<file path="config.mk">
export PLATFORM = sky130hd
export DESIGN_NAME = rope_object
export DESIGN_NICKNAME = d
export VERILOG_FILES = /design/src/rtl/rope_object.sv
export SDC_FILE = /design/constraint.sdc
export NUM_CORES = 1
export LEC_CHECK = 0
export ABC_AREA = 1
export BUFFER_PORTS_ARGS = -buffer_cell sky130_fd_sc_hd__clkbuf_2
export CAP_MARGIN = 5
export CORE_MARGIN = 8
export CORE_UTILIZATION = 52
export CTS_BUF_LIST = sky130_fd_sc_hd__clkbuf_4
export CTS_CLUSTER_SIZE = 24
export DETAILED_ROUTE_END_ITERATION = 8
export PLACE_DENSITY = 0.79
export SLEW_MARGIN = 20
export SYNTH_ARGS = -nofsm -noshare
export SYNTH_HDL_FRONTEND = slang
export SYNTH_SLANG_ARGS = --single-unit
</file>
<file path="constraint.sdc">
create_clock -name clk -period 2.2 [get_ports clk]
set_clock_uncertainty 0.05 [all_clocks]
set_input_delay 0.33 -clock clk [delete_from_list [all_inputs] [get_ports clk]]
set_output_delay 0.33 -clock clk [all_outputs]
set_load 0.03 [all_outputs]
</file>
<file path="src/rtl/rope_object.sv">
// rope_object -- per-rope pixel generator feeding the rope priority mux.
//
// Draws one vertical rope of ROPE_WIDTH columns starting at (TOP_X, TOP_Y)
// whose length animates once per frame through
// RETRACTED -> EXTENDING -> EXTENDED -> RETRACTING -> RETRACTED.
//
// Ports:
//   clk           system pixel clock
//   reset         asynchronous, active-high reset
//   pixelX/Y      current VGA column / row (11 bits)
//   startOfFrame  one-cycle pulse per frame; animation steps on it
//   enable        1 = animation runs, 0 = animation frozen
//   drawRequest   current pixel lies on the rope (registered, 1 clk latency)
//   RGBout        RGB332 rope colour on a hit, 8'h00 otherwise (registered)
//   ropeBottomY   TOP_Y+len-1 (registered)
//   ropeState     0 RETRACTED, 1 EXTENDING, 2 EXTENDED, 3 RETRACTING
//
// Optional build macro: ROPE_STRIPES_EN -- hit pixels whose row offset from
// TOP_Y has bit 3 set are drawn in STRIPE_COLOR (8-row bands).

module rope_object #(
   parameter int unsigned      TOP_X        = 160,
   parameter int unsigned      TOP_Y        = 32,
   parameter int unsigned      ROPE_WIDTH   = 4,
   parameter int unsigned      MIN_LEN      = 64,
   parameter int unsigned      MAX_LEN      = 320,
   parameter int unsigned      STEP         = 2,
   parameter int unsigned      HOLD_FRAMES  = 60,
   parameter logic [7:0]       ROPE_COLOR   = 8'hB4,
   parameter logic [7:0]       STRIPE_COLOR = 8'h6C
) (
   input  logic        clk,
   input  logic        reset,
   input  logic [10:0] pixelX,
   input  logic [10:0] pixelY,
   input  logic        startOfFrame,
   input  logic        enable,
   output logic        drawRequest,
   output logic [7:0]  RGBout,
   output logic [10:0] ropeBottomY,
   output logic [1:0]  ropeState
);

   typedef enum logic [1:0] {
      RETRACTED  = 2'd0,
      EXTENDING  = 2'd1,
      EXTENDED   = 2'd2,
      RETRACTING = 2'd3
   } state_t;

   localparam int unsigned HW = (HOLD_FRAMES > 1) ? $clog2(HOLD_FRAMES) : 1;
   localparam logic [HW-1:0]      HOLD_LAST = HW'(HOLD_FRAMES - 1);
   localparam logic [11:0]        MIN_L     = 12'(MIN_LEN);
   localparam logic [11:0]        MAX_L     = 12'(MAX_LEN);
   localparam logic [11:0]        STEP_L    = 12'(STEP);
   localparam logic signed [12:0] MIN_S     = 13'(MIN_LEN);
   localparam logic signed [12:0] STEP_S    = 13'(STEP);
   localparam logic [11:0]        X_LO      = 12'(TOP_X);
   localparam logic [11:0]        X_HI      = 12'(TOP_X + ROPE_WIDTH);
   localparam logic [11:0]        Y_LO      = 12'(TOP_Y);
   localparam logic [10:0]        BOTTOM_RST = 11'(TOP_Y + MIN_LEN - 1);

   state_t         state;
   logic [10:0]    len;
   logic [HW-1:0]  hold_cnt;

   logic [11:0]        len_up;
   logic [11:0]        len_up_sat;
   logic signed [12:0] len_dn;
   logic [11:0]        len_dn_sat;
   logic               hit;
   logic               stripe;
   logic [7:0]         colour;

   // Next-length candidates: 12-bit add cannot wrap, signed subtract cannot
   // underflow, so saturation compares are exact.
   always_comb begin
      len_up     = {1'b0, len} + STEP_L;
      len_up_sat = (len_up >= MAX_L) ? MAX_L : len_up;
      len_dn     = $signed({2'b00, len}) - STEP_S;
      len_dn_sat = (len_dn <= MIN_S) ? MIN_L : len_dn[11:0];
   end

   // Hit test uses the current (pre-update) len, so a frame pulse on a hit
   // pixel still sees the old length.
   always_comb begin
      hit = ({1'b0, pixelX} >= X_LO) && ({1'b0, pixelX} < X_HI) &&
            ({1'b0, pixelY} >= Y_LO) && ({1'b0, pixelY} < (Y_LO + {1'b0, len}));
   end

`ifdef ROPE_STRIPES_EN
   logic [10:0] row_off;
   always_comb begin
      row_off = pixelY - 11'(TOP_Y);
      stripe  = row_off[3];
   end
`else
   always_comb stripe = 1'b0;
`endif

   always_comb colour = stripe ? STRIPE_COLOR : ROPE_COLOR;

   always_ff @(posedge clk or posedge reset) begin
      if (reset) begin
         state       <= RETRACTED;
         len         <= 11'(MIN_LEN);
         hold_cnt    <= '0;
         drawRequest <= 1'b0;
         RGBout      <= '0;
         ropeBottomY <= BOTTOM_RST;
         ropeState   <= RETRACTED;
      end else begin
         drawRequest <= hit;
         RGBout      <= hit ? colour : '0;
         ropeBottomY <= 11'(Y_LO + {1'b0, len} - 12'd1);
         ropeState   <= state;

         if (startOfFrame && enable) begin
            case (state)
               RETRACTED: begin
                  if (hold_cnt == HOLD_LAST) begin
                     hold_cnt <= '0;
                     state    <= EXTENDING;
                  end else begin
                     hold_cnt <= hold_cnt + 1'b1;
                  end
               end
               EXTENDING: begin
                  len <= len_up_sat[10:0];
                  if (len_up_sat == MAX_L) state <= EXTENDED;
               end
               EXTENDED: begin
                  if (hold_cnt == HOLD_LAST) begin
                     hold_cnt <= '0;
                     state    <= RETRACTING;
                  end else begin
                     hold_cnt <= hold_cnt + 1'b1;
                  end
               end
               RETRACTING: begin
                  len <= len_dn_sat[10:0];
                  if (len_dn_sat == MIN_L) state <= RETRACTED;
               end
               default: state <= RETRACTED;
            endcase
         end
      end
   end

endmodule
</file>
==> impl_results.md <==
* Mapped cell area at 2510 um^2
* GP Congestion at 0.868
* Async SR Flop Fraction at 100%
* #FFs+latches synth at 33
* Worst VDD drop at 0.366 mV
* CTS Root Cell: clkbuf_4
* Final worst slack at -0.00533 ns
* Initial antenna violation count at 1
* Adder-Cell Fraction of Synth Area at 11.0%
* Critical path cell sequence: buf_6 -> inv_4 -> ha_1 -> nand2_4 -> nand2_2 -> nand3_2 -> nor2_4 -> nand2_2 -> nand3b_1 -> nand2_1 -> nor2_1 -> nand2_1 -> nand2_2 -> nand2_2 -> nand2_1 -> nand2_1
* Most frequent cells in the layout: 63 x nand2_1, 41 x clkbuf_2, 36 x inv_1
* Die ar. at 7300 um^2
* Synth Area in Compound Gates at 11.3%
* WL final at 6060 um
* Pre-CTS setup slack at -0.0515 ns
* Share of layout cells above drive strength 1 at 31.5%
* Via density at 5.22
* Sequential fraction of the synthesis area at 33.3%
* Clk sinks at 33
* Min Tclk post-route at 2.21 ns
* Clock Pin Slew Worst Setup and Hold Paths at 0.11 ns
* P_sw at 0.000433 W
* Max Fclk at 0.453 GHz
* Longest Clk Path Bufs at 2
* P_leak at 1.61 nW
* Crit. End Element: register
* Port bufs at 41
* Synth Flop Type: dfrtp_1
* DR DRC count at 0
* Vias in the first global route at 2,129
* Critical path required time at 2.39 ns
* CTS buffer count at 5
* Final-report setup violation count at 3
* Post-DR wirelength/cell at 13.6 um
* Die Y at 85.4 um
* Largest family of logic cells by synthesized area: simple AND/OR/NAND/NOR gates
* Hold WC Path Type: input pin to async pin
* Post-synthesis xor/xnor area fraction at 7.24%
* Logic pwr share at 23.0%
* Status: finished, violations left
* Num rows at 25
* RSZ-0062 raised after global routing: yes
* EDFF count, synth at 0
* Int Power at 0.000937 W
* Post-route clock period utilization at 100%
* Final design utilization at 65.0%
* Power Density at 449 nW/um^2
* DR pass1 iterations at 4
* Htree depth at 2
* Library cells used by synthesis at 37
* Initial core utilization at 53.4%
* Simple-gate area share of the yosys netlist at 26.1%
* Critical Path Fanout Max at 6
* Final Power at 0.00137 W
* CTS tree: built
* Hold Vio Cnt, Final at 7
* Top-Level Pins at 48
* Area post-placement at 2810 um^2
* CP startpoint kind: register
* Post-Syn Instances at 327
* Syn. warnings at 0
* CP Data Arrival Time at 2.39 ns
* Hold_ws at -0.00172 ns
* Part of the power in registers at 51.7%
* Finished Cell Area at 3050 um^2
* Starting DRT DRC Count at 198
* Final setup TNS at -0.00932 ns
* First-pass GRT wire length at 9340 um
* # nets final at 438
* Slew Viols, Final at 0
* Commonest non-fill, non-tap cell in the layout: nand2_1
* Gr usage total at 15.7%
* Post-synthesis mux area share at 0%
* Vias at 2,326
* Post-DP HPWL at 4230 um
* Switch share at 31.6%
* Area delta synth->final at 21.8%
* Critical-path top delay cell: dfrtp_1
* Clock Latency Late Sink at 0.34 ns
* Max Cap Viol at 0
* Largest net degree at the start of global routing at 34
* Total gr overflow at 0
* Max incr delay on CP at 0.43 ns
* Critical path class: register to register
* Core area at 4690 um^2
* Clock Power Share at 25.4%
* Failing checks: hold timing, setup timing
* Die extent in x at 85.4 um
* Post-Syn Area per Cell at 7.66 um^2
* Antenna viol nets, final at 0
-- routing by layer --
metal  GRT usage [%]  wire length (um)  vias to the layer above
met1            19.2              2560                     1060
met2            26.0              3070                       81
met5               0                 0                        -
li1                -                 -                     1170
met3            2.90               305                       15
met4            7.01               129                        0
-- through the flow --
step | hold WS, ns | std cells
finish | -0.00172 | 446
detailed placement | 0.373 | 428
global route | 0.0264 | 446
floorplan | 0.370 | 330
global placement | 0.371 | 428
CTS | 0.00785 | 437
-- final timing paths --
| path | depth (start not counted) | slack [ns] | endpoint | startpoint |
|---|---|---|---|---|
| worst max register to register | 16 | -0.005 | state[0] | len[5] |
| min in group clk | 4 | 0.27 | RGBout[5] | pixelX[3] |
| worst min-delay path | 3 | -0.002 | len[5] | reset |
| max in group asynchronous | 3 | 1.74 | len[6] | reset |
| worst min register to register | 0 | 0.44 | ropeState[0] | state[0] |
| worst max-delay path | 16 | -0.005 | state[0] | len[5] |
-- timing repair --
item,in CTS,in global routing
setup buffers,1,8
pin swaps,2,12
hold buffers,0,0
setup endpoints to repair,4,10
resized for setup,1,28
-- worst max-delay path, delay by kind of cell (launching register included) --
kind                     cells  cell delay [ns]
AND/OR/NAND/NOR             13             1.15
flip-flops                   1             0.43
buffers and inverters        2             0.23
adder cells (fa/ha/maj)      1             0.24
-- power groups by stage --
| stage | combinational [W] | clock (W) | sequential, W |
|---|---|---|---|
| 2_1_floorplan | 0.000199 | 0 | 0.000726 |
| 3_3_place_gp | 0.000283 | 0 | 0.000716 |
| 3_5_place_dp | 0.000293 | 0 | 0.000717 |
| 4_1_cts | 0.000294 | 0.000353 | 0.000707 |
| 5_1_grt | 0.000362 | 0.000383 | 0.000716 |
| 6_report | 0.000314 | 0.000347 | 0.000707 |
-- cell usage after synthesis, drive strengths merged (4+ instances only) --
master,count,area (um^2)
a21oi,10,53.8
buf,11,93.8
dfrtp,26,651
dfstp,7,184
ha,22,275
inv,44,165
nand2,74,293
nand3,25,125
nand4,4,25.0
nor2,34,155
nor3,5,25.0
o211ai,5,42.5
o21ai,22,110
o22ai,4,25.0
xor2,17,164
-- area by class of cell --
cell class	count	area, um^2
Fill cell	371	1640
Multi-Input combinational cell	238	1510
Sequential cell	33	836
Timing Repair Buffer	66	404
Inverter	46	175
Tap cell	54	67.6
Clock buffer	7	52.6
Clock inverter	1	3.75
Antenna cell	1	2.50
-- flip-flops by register name (all words and copies together), names as in the netlist --
name	flops
len	11
ropeState	2
state	2
hold_cnt	6
RGBout	1
ropeBottomY	11
-- cells by family after synthesis --
group | Yosys count
XOR/XNOR | 19
buffers and inverters | 59
other | 1
AO/OA/AOI/OAI | 47
AND/OR/NAND/NOR | 146
flip-flops | 33
adder cells (fa/ha/maj) | 22
No activity file was read; power rests on OpenSTA's default activity.
